[src/rtl/sprite_palette_ram_if.sv]
// Bus bundle for the sprite palette: palette write port, bank swap control,
// pixel index input and faded colour output.
interface sprite_palette_ram_if #(
    parameter int IDX_W     = 4,
    parameter int CH_W      = 4,
    parameter int NUM_BANKS = 2
);
    localparam int BANK_W = $clog2(NUM_BANKS);

    logic              wr_en;
    logic [BANK_W-1:0] wr_bank;
    logic [IDX_W-1:0]  wr_addr;
    logic [3*CH_W-1:0] wr_data;
    logic              swap_req;
    logic              frame_start;
    logic              pix_valid;
    logic [IDX_W-1:0]  pix_index;
    logic [CH_W-1:0]   brightness;
    logic              out_valid;
    logic [CH_W-1:0]   red;
    logic [CH_W-1:0]   green;
    logic [CH_W-1:0]   blue;
    logic              transparent;
    logic [BANK_W-1:0] active_bank;
    logic              swap_pending;

    modport master (
        output wr_en, wr_bank, wr_addr, wr_data, swap_req, frame_start,
               pix_valid, pix_index, brightness,
        input  out_valid, red, green, blue, transparent, active_bank, swap_pending
    );

    modport slave (
        input  wr_en, wr_bank, wr_addr, wr_data, swap_req, frame_start,
               pix_valid, pix_index, brightness,
        output out_valid, red, green, blue, transparent, active_bank, swap_pending
    );
endinterface

[src/rtl/sprite_palette_ram.sv]
// Double-buffered sprite palette: 2-stage lookup + transparency key + brightness
// fade, with a frame-synchronous active-bank swap.
module sprite_palette_ram #(
    parameter int IDX_W      = 4,
    parameter int CH_W       = 4,
    parameter int NUM_BANKS  = 2,
    parameter int TRANSP_IDX = 0
) (
    input logic               Clk,
    input logic               Reset,
    sprite_palette_ram_if.slave bus
);
    localparam int BANK_W = $clog2(NUM_BANKS);
    localparam int DEPTH  = 1 << IDX_W;
    localparam int RGB_W  = 3 * CH_W;
    localparam int PROD_W = 2 * CH_W + 1;

    typedef enum logic {IDLE, PENDING} swap_state_t;

    logic [NUM_BANKS-1:0][DEPTH-1:0][RGB_W-1:0] palette;
    logic [BANK_W-1:0]    bank_q;
    swap_state_t          state, state_nxt;
    logic                 do_swap;

    logic [2:1]           vld_pipe;
    logic [RGB_W-1:0]     lookup, rgb1;
    logic                 t1, t2;
    logic [CH_W-1:0]      b1;
    logic [2:0][CH_W-1:0] faded, chan_q;

    // Palette is a flop array so reset can clear every entry.
    always_ff @(posedge Clk or posedge Reset) begin
        if (Reset)           palette <= '0;
        else if (bus.wr_en)  palette[bus.wr_bank][bus.wr_addr] <= bus.wr_data;
    end

    // Write-first: a same-cycle write to the looked-up entry wins over stored data.
    assign lookup = (bus.wr_en && bus.wr_bank == bank_q && bus.wr_addr == bus.pix_index)
                  ? bus.wr_data : palette[bank_q][bus.pix_index];

    always_ff @(posedge Clk or posedge Reset) begin
        if (Reset) begin
            vld_pipe <= '0;
            rgb1     <= '0;
            t1       <= 1'b0;
            b1       <= '0;
        end else begin
            vld_pipe <= {vld_pipe[1], bus.pix_valid};
            if (bus.pix_valid) begin
                rgb1 <= lookup;
                t1   <= (bus.pix_index == IDX_W'(TRANSP_IDX));
                b1   <= bus.brightness;
            end
        end
    end

    // Fade scales by (brightness+1)/2^CH_W so all-ones is an exact identity.
    for (genvar c = 0; c < 3; c++) begin : g_ch
        logic [PROD_W-1:0] prod;
        assign prod     = PROD_W'(rgb1[c*CH_W +: CH_W]) * (PROD_W'(b1) + PROD_W'(1));
        assign faded[c] = prod[2*CH_W-1:CH_W];
    end

    always_ff @(posedge Clk or posedge Reset) begin
        if (Reset) begin
            chan_q <= '0;
            t2     <= 1'b0;
        end else if (vld_pipe[1]) begin
            chan_q <= faded;
            t2     <= t1;
        end
    end

    assign bus.out_valid   = vld_pipe[2];
    assign bus.red         = chan_q[2];
    assign bus.green       = chan_q[1];
    assign bus.blue        = chan_q[0];
    assign bus.transparent = t2;

    // A frame_start swaps if a request is pending or arrives on the same cycle.
    always_comb begin
        state_nxt = state;
        do_swap   = 1'b0;
        if (bus.frame_start && (state == PENDING || bus.swap_req)) begin
            do_swap   = 1'b1;
            state_nxt = IDLE;
        end else if (bus.swap_req) begin
            state_nxt = PENDING;
        end
    end

    always_ff @(posedge Clk or posedge Reset) begin
        if (Reset) begin
            state  <= IDLE;
            bank_q <= '0;
        end else begin
            state <= state_nxt;
            if (do_swap) bank_q <= bank_q + BANK_W'(1);
        end
    end

    assign bus.active_bank  = bank_q;
    assign bus.swap_pending = (state == PENDING);
endmodule

[src/flat_wrapper.sv]
// flat-port wrapper written by rule: the top's interface ports become plain ports
module sprite_palette_ram_flat 
#(
    parameter int IDX_W      = 4,
    parameter int CH_W       = 4,
    parameter int NUM_BANKS  = 2,
    parameter int TRANSP_IDX = 0
)
  (Clk, Reset, bus_wr_en, bus_wr_bank, bus_wr_addr, bus_wr_data, bus_swap_req, bus_frame_start, bus_pix_valid, bus_pix_index, bus_brightness, bus_out_valid, bus_red, bus_green, bus_blue, bus_transparent, bus_active_bank, bus_swap_pending);
  sprite_palette_ram_if #(.IDX_W(IDX_W), .CH_W(CH_W), .NUM_BANKS(NUM_BANKS)) bus_i ();
  input logic Clk;
  input logic Reset;
  input wire logic [$bits(bus_i.wr_en)-1:0] bus_wr_en;
  input wire logic [$bits(bus_i.wr_bank)-1:0] bus_wr_bank;
  input wire logic [$bits(bus_i.wr_addr)-1:0] bus_wr_addr;
  input wire logic [$bits(bus_i.wr_data)-1:0] bus_wr_data;
  input wire logic [$bits(bus_i.swap_req)-1:0] bus_swap_req;
  input wire logic [$bits(bus_i.frame_start)-1:0] bus_frame_start;
  input wire logic [$bits(bus_i.pix_valid)-1:0] bus_pix_valid;
  input wire logic [$bits(bus_i.pix_index)-1:0] bus_pix_index;
  input wire logic [$bits(bus_i.brightness)-1:0] bus_brightness;
  output wire logic [$bits(bus_i.out_valid)-1:0] bus_out_valid;
  output wire logic [$bits(bus_i.red)-1:0] bus_red;
  output wire logic [$bits(bus_i.green)-1:0] bus_green;
  output wire logic [$bits(bus_i.blue)-1:0] bus_blue;
  output wire logic [$bits(bus_i.transparent)-1:0] bus_transparent;
  output wire logic [$bits(bus_i.active_bank)-1:0] bus_active_bank;
  output wire logic [$bits(bus_i.swap_pending)-1:0] bus_swap_pending;
  assign bus_i.wr_en = bus_wr_en;
  assign bus_i.wr_bank = bus_wr_bank;
  assign bus_i.wr_addr = bus_wr_addr;
  assign bus_i.wr_data = bus_wr_data;
  assign bus_i.swap_req = bus_swap_req;
  assign bus_i.frame_start = bus_frame_start;
  assign bus_i.pix_valid = bus_pix_valid;
  assign bus_i.pix_index = bus_pix_index;
  assign bus_i.brightness = bus_brightness;
  assign bus_out_valid = bus_i.out_valid;
  assign bus_red = bus_i.red;
  assign bus_green = bus_i.green;
  assign bus_blue = bus_i.blue;
  assign bus_transparent = bus_i.transparent;
  assign bus_active_bank = bus_i.active_bank;
  assign bus_swap_pending = bus_i.swap_pending;
  sprite_palette_ram #(.IDX_W(IDX_W), .CH_W(CH_W), .NUM_BANKS(NUM_BANKS), .TRANSP_IDX(TRANSP_IDX)) u_core (.Clk(Clk), .Reset(Reset), .bus(bus_i));
endmodule
[config.mk]
export PLATFORM = sky130hd
export DESIGN_NAME = sprite_palette_ram_flat
export DESIGN_NICKNAME = d
export VERILOG_FILES = /design/src/rtl/sprite_palette_ram_if.sv /design/src/rtl/sprite_palette_ram.sv /design/src/flat_wrapper.sv
export SDC_FILE = /design/constraint.sdc
export NUM_CORES = 1
export LEC_CHECK = 0
export BUFFER_PORTS_ARGS = -buffer_cell sky130_fd_sc_hd__buf_2
export CELL_PAD_IN_SITES_DETAIL_PLACEMENT = 1
export CELL_PAD_IN_SITES_GLOBAL_PLACEMENT = 2
export CORE_ASPECT_RATIO = 1.1
export CORE_MARGIN = 3
export CORE_UTILIZATION = 45
export CTS_BUF_LIST = sky130_fd_sc_hd__clkbuf_16
export DETAILED_ROUTE_END_ITERATION = 8
export HOLD_SLACK_MARGIN = 0.12
export PLACE_DENSITY = 0.88
export SLEW_MARGIN = 40
export SYNTH_ARGS = -nofsm -noshare
export SYNTH_HDL_FRONTEND = slang
export SYNTH_SLANG_ARGS = --single-unit
[constraint.sdc]
create_clock -name Clk -period 37.7 [get_ports Clk]
set_clock_uncertainty 0.2 [all_clocks]
set_input_delay 3.77 -clock Clk [delete_from_list [all_inputs] [get_ports Clk]]
set_output_delay 3.77 -clock Clk [all_outputs]
set_load 0.05 [all_outputs]
### Word-level counts from Yosys, hierarchy flattened

Index checks and enable logic that the tools add are counted.

| operators by class | value |
|---|---|
| equality and inequality tests | 2 |
| add/subtract/negate cells | 2 |
| reductions and logical operators | 8 |
| multiplexer cells | 13 |
| shifts and indexed selects | 0 |
| bitwise operators | 0 |
| multipliers | 3 |
| div/mod/pow operators | 0 |
| magnitude comparators | 6 |

Operators by type and width:

| kind | number |
|---|---|
| 192-bit two-way mux | 3 |
| 384-bit bitwise mux | 1 |
| 192-bit demux with 1-bit select | 1 |
| 12-bit binary-select mux with 4-bit select | 1 |
| 12-bit demux with 4-bit select | 1 |
| 12-bit two-way mux | 3 |
| 4-bit by 9-bit multiplier with 8-bit output | 3 |
| 4-bit by 5-bit less-than comparator with 1-bit output (second input constant) | 2 |
| 4-bit by 1-bit adder with 5-bit output (second input constant) | 1 |
| 1-bit logical AND | 5 |
| 4-bit == test | 1 |
| 4-bit by 1-bit >= comparator with 1-bit output (second input constant) | 1 |
| 4-bit logical NOT | 1 |
| 1-bit by 2-bit less-than comparator with 1-bit output (second input constant) | 2 |
| 1-bit two-way mux | 3 |
| 2-bit nonzero test | 1 |
| 1-bit adder (second input constant) | 1 |
| 1-bit == test | 1 |
| 1-bit >= comparator (second input constant) | 1 |
| 1-bit logical OR | 1 |

| storage, ports and cells | value |
|---|---|
| bits of input ports | 31 |
| output and inout port bits | 16 |
| bits in latches | 0 |
| memories | 0 |
| RAM bits | 0 |
| bits in read-only memories | 0 |
| bits in registers | 418 |

### Longest topological paths before layout

| logic depth | value |
|---|---|
| word-level depth | 7 |
| gate-level depth with buffers | 14 |
| depth with buffers taken out | 13 |

### Worst setup path after synthesis

No wires, ideal clock.

| timing path | value |
|---|---|
| path kind | in2reg |
| start | input bus_wr_bank |
| end | register u_core.palette[132] (netlist bit) |
| stages on the path | 6 |
| data required time | 37.375 ns |
| setup slack | 32.093 ns |
| path buffers | 2 |
| arrival | 5.283 ns |
| cells stage by stage | clkbuf_1 -> nand2b_1 -> or2_2 -> nor3b_2 -> buf_4 -> mux2_2 |

| on the way | value |
|---|---|
| word-level cells in the longest chain between the ends | 5 |

Ends and longest elaborated chain:

| item | RTL line | RTL |
|---|---|---|
| start, declared | flat_wrapper.sv:14 | `input wire logic [$bits(bus_i.wr_bank)-1:0] bus_wr_bank;` |
| 1-bit by 2-bit less-than comparator with 1-bit output (not written as such) / 1-bit >= comparator (equally long branches) | sprite_palette_ram.sv:34 | `else if (bus.wr_en) palette[bus.wr_bank][bus.wr_addr] <= bus.wr_data;` |
| 1-bit logical AND (not written as such) | sprite_palette_ram.sv:34 |  |
| 192-bit two-way mux (not written as such) | sprite_palette_ram.sv:34 |  |
| 192-bit demux with 1-bit select (*) | - |  |
| 384-bit bitwise mux (*) | sprite_palette_ram.sv:34 |  |
| end signal, assigned by index | sprite_palette_ram.sv:34 |  |
| end, declared | sprite_palette_ram.sv:20 | `logic [NUM_BANKS-1:0][DEPTH-1:0][RGB_W-1:0] palette;` |

Mark *: on every way between the ends. The rest lies on a longest branch, timed or not.
A chain may end at the register's enable or synchronous reset.

### Worst setup path in the final report

| timing path | value |
|---|---|
| start | input bus_pix_index[1] |
| end | register u_core.rgb1[9] |

| on the way | value |
|---|---|
| word-level cells in the longest chain between the ends | 3 |

Ends and longest elaborated chain:

| item | RTL line | RTL |
|---|---|---|
| start, declared | flat_wrapper.sv:20 | `input wire logic [$bits(bus_i.pix_index)-1:0] bus_pix_index;` |
| 12-bit binary-select mux with 4-bit select / 4-bit == test (equally long branches) | sprite_palette_ram.sv:39, sprite_palette_ram.sv:38 |  |
| 12-bit two-way mux (not written as such) / 1-bit logical AND (equally long branches) | sprite_palette_ram.sv:39, sprite_palette_ram.sv:38 |  |
| 12-bit two-way mux (*) | sprite_palette_ram.sv:39 | `? bus.wr_data : palette[bank_q][bus.pix_index];` |
| end signal, assigned | sprite_palette_ram.sv:50 | `rgb1 <= lookup;` |
| end, declared | sprite_palette_ram.sv:26 | `logic [RGB_W-1:0] lookup, rgb1;` |

Mark *: on every way between the ends. The rest lies on a longest branch, timed or not. The select of a mux whose other input is x is not followed.

==> flow_summary.toml <==
[run_status]
status = "finished, final reports clean"

[place]
dp_hpwl_microns = 33700
port_buffers = 46
post-place-ws_ns = 30.88
place.gp.congestion = 0.805

[routing]
drt-pass1-iter-count = 5
via_per_inst = 6.02
routedWlPerCell_microns = 26.6
drtAntennaViolNets = 0
vias = 12200
drt-total-wl_microns = 53700
drt_iter0_drc = 828
drc = 0

[grt]
grt_max_degree = 117
grt_pass1_wl_microns = 83600
grt_overflow_total = 0
grt_pass1_vias = 13600
track_usage_pct = 22.6
antenna_found_initial = 0

[power_and_ir_drop]
power_leakage_uw = 0.0102
p_comb_share_pct = 24.6
switchingPower_uw = 405
power_density_nw_per_um2 = 60.0
p_seq_share_pct = 44.2
clock_power_share_pct = 31.2
vdd_drop_max_mv = 0.0251
internal-power_uw = 949
total_power_uw = 1350
switching_share_pct = 29.9

[clock_network]
htreeDepth = 2
cts.clk_slew.worst_paths_ns = 0.06
cts.repair.resized = 0
clock_path_buffers = 3
cts_tree = "done"
numCtsBuffers = 45
holdBufCountCts = 0
clock_tree.root_cell = "clkbuf_16"
cts.sinks = 418
post-cts-setup-buffers = 0
clk_latency_ns = 0.60

[setup_path]
crit_type = "primary input to register"
slowest_delay_ns = 0.66
startpoint = "bus_pix_index[1]"
cp_max_fo = 55
path_depth = 7
r2r-end = "u_core.bus.red[2]$_DFFE_PP0P_"
start_kind = "primary input"
cp_slowest_cell = "mux4_1"
r2r_cells = 12
arrival_ns = 6.50
r2r_setup_slack_ns = 33.46
crit_family = "buffers and inverters"
required_ns = 37.98
crit_path_frequent_cell = "buf_6"
path_buf_inv = 2
path_cells = "buf_6 -> buf_6 -> mux4_1 -> a22o_1 -> a221oi_1 -> o21ai_1 -> a221o_1"
worstReg2RegStart = "u_core.b1[0]$_DFFE_PP0P_"
end_kind = "register"

[floorplan]
start_util_pct = 45.9
coreArea_sq_um = 44700
rows = 81
fp.dieH_microns = 230
num_io_pins = 47
die_w_microns = 209
dieArea_sq_um = 48100

[min_path]
min_path_type = "register to register"
whs_path_depth = 1
hold-path-endpoint = "u_core.palette[41]$_DFFE_PP0P_"
min_from = "u_core.palette[41]$_DFFE_PP0P_"

[sta]
setup-tns-final_ns = 0
fmax_ghz = 0.161
slew_violations = 0
finalWorstSetupSlack_ns = 31.48
setup_violations = 0
slew_headroom_pct = 44.3
whs_ns = 0.296
grt_setup_unrepaired = "false"
tightest_slew_ns = 0.835
fin_crit_ns = 6.22
final_hold_viol_count = 0
period_share_pct = 16.5

[synthesis]
yosys.area.top_type = "dfrtp_1"
synth_async_sr_flop_share_pct = 100
synth_top_area_share_pct = 51.0
ys_seq_elements = 418
synth_edf_count = 0
synth_area_sq_um = 20500
yosysWarnings = 0
syn_area_per_cell_sq_um = 14.5
synth_nets = 1488
yosysUniqueCellTypes = 51
ys.flop_type = "dfrtp_1"
syn_inst = 1414
yosysSeqAreaShare_pct = 51.0
synthTopCellsByArea = "dfrtp_1 51%, mux2_2 22%, mux4_2 7.6%, mux4_1 2.9%, ha_1 1.7%"

[final_layout]
area_growth_pct = 10.1
nets = 1480
final_cell_mix = "416 x dfrtp_1, 396 x mux2_2, 69 x mux4_2, 45 x clkbuf_16, 45 x buf_2"
layout_commonest_cell = "dfrtp_1"
drive_gt1_share_pct = 43.6
fillCellCount = 4297

[job]
maxCapViolCount = 0
==> cells by family (layout without fill, tap and decap cells) <==
kind of cell | Yosys count | after routing | share of synthesized area [%]
multiplexers | 502 | 502 | 33.0
flip-flops | 418 | 418 | 51.0
AND/OR/NAND/NOR | 179 | 179 | 4.49
buffers and inverters | 145 | 171 | 3.77
AO/OA/AOI/OAI | 107 | 107 | 3.69
adder cells (fa/ha/maj) | 43 | 43 | 3.17
XOR/XNOR | 20 | 20 | 0.855
other | 0 | 1 | 0
==> routing by layer <==
layer  vias to the layer above  routed length, microns  part of all wire [%]  GRT usage (%)
li1                       5187                       -                     -              -
met1                      6624                   22800                    42           29.1
met2                       273                   26900                    50           39.1
met3                        97                    2260                   4.2           3.81
met4                         0                    1800                   3.4           7.60
met5                         -                       0                     0              0
==> cell usage after synthesis (3+ instances only) <==
cell,count
o22ai_1,7
xnor2_1,15
and2_1,24
o21ai_0,15
nor3b_1,3
a22oi_1,28
clkbuf_1,51
a221o_1,5
o21bai_1,3
buf_6,6
mux4_2,69
nor2_1,29
a31oi_1,4
a21oi_1,13
nand4b_1,3
fa_1,15
a22o_1,7
dfrtp_1,418
nand2_1,48
nor2b_1,16
nand2b_1,17
buf_1,7
nor4_1,3
ha_1,28
mux4_1,23
clkbuf_8,8
o21ai_1,6
a211oi_1,3
nand3_1,17
mux2_2,396
mux2i_1,11
buf_4,5
buf_2,41
inv_1,25
nand4_1,9
mux2_1,3
xor2_1,5
o21a_1,3
a221oi_1,3
nor3_1,5
==> worst reg2reg max path: stages (launching register included) <==
cell     delay, ns
dfrtp_1       0.59
ha_1          0.36
xor2_2        0.52
nand2_1       0.17
fa_1          0.55
inv_1         0.05
fa_1          0.43
ha_1          0.28
nand4_1       0.11
o21ai_0       0.26
a21oi_1       0.17
xnor2_1       0.17
mux2_2        0.27
==> power by group through the flow <==
stage | sequential (uW) | clock (uW) | combinational (uW)
finish | 599 | 422 | 333
global route | 609 | 451 | 363
CTS | 598 | 431 | 335
detailed placement | 604 | 0 | 332
global placement | 604 | 0 | 307
floorplan | 598 | 0 | 250
==> state kept, by name, indices dropped and copies added (netlist names) <==
signal	flops
u_core.b1	4
u_core.palette	384
u_core.bus.red	4
u_core.rgb1	12
u_core.vld_pipe	2
u_core.bus.active_bank	1
u_core.t1	1
u_core.bus.swap_pending	1
u_core.bus.blue	4
u_core.bus.green	4
u_core.bus.transparent	1
==> worst max-delay path by stage <==
stage	endpoint	slack, ns
floorplan	u_core.b1[0]$_DFFE_PP0P_	22.10
global placement	u_core.rgb1[6]$_DFFE_PP0P_	30.67
detailed placement	u_core.rgb1[9]$_DFFE_PP0P_	30.88
CTS	u_core.rgb1[9]$_DFFE_PP0P_	31.51
global route	u_core.rgb1[6]$_DFFE_PP0P_	31.32
finish	u_core.rgb1[9]$_DFFE_PP0P_	31.48
==> cell type report <==
class                           count  area (sq um)  area share (%)
Inverter                           25           106           0.471
Tap cell                          581           727            3.22
Timing Repair Buffer               65           445            1.97
Clock buffer                       45          1130            4.99
Sequential cell                   418         10500            46.4
Clock inverter                     36           256            1.14
Multi-Input combinational cell    851          9450            41.8
Antenna cell                        1          2.50          0.0111
==> through the flow <==
stage,cells,area [sq um],utilization (%)
detailed placement,1939,21100,47.3
floorplan,1414,20500,-
global route,2021,22600,50.5
global placement,1932,21000,46.9
finish,2022,22600,50.5
CTS,2020,22500,50.4
Power figures use the tool's default switching activity.
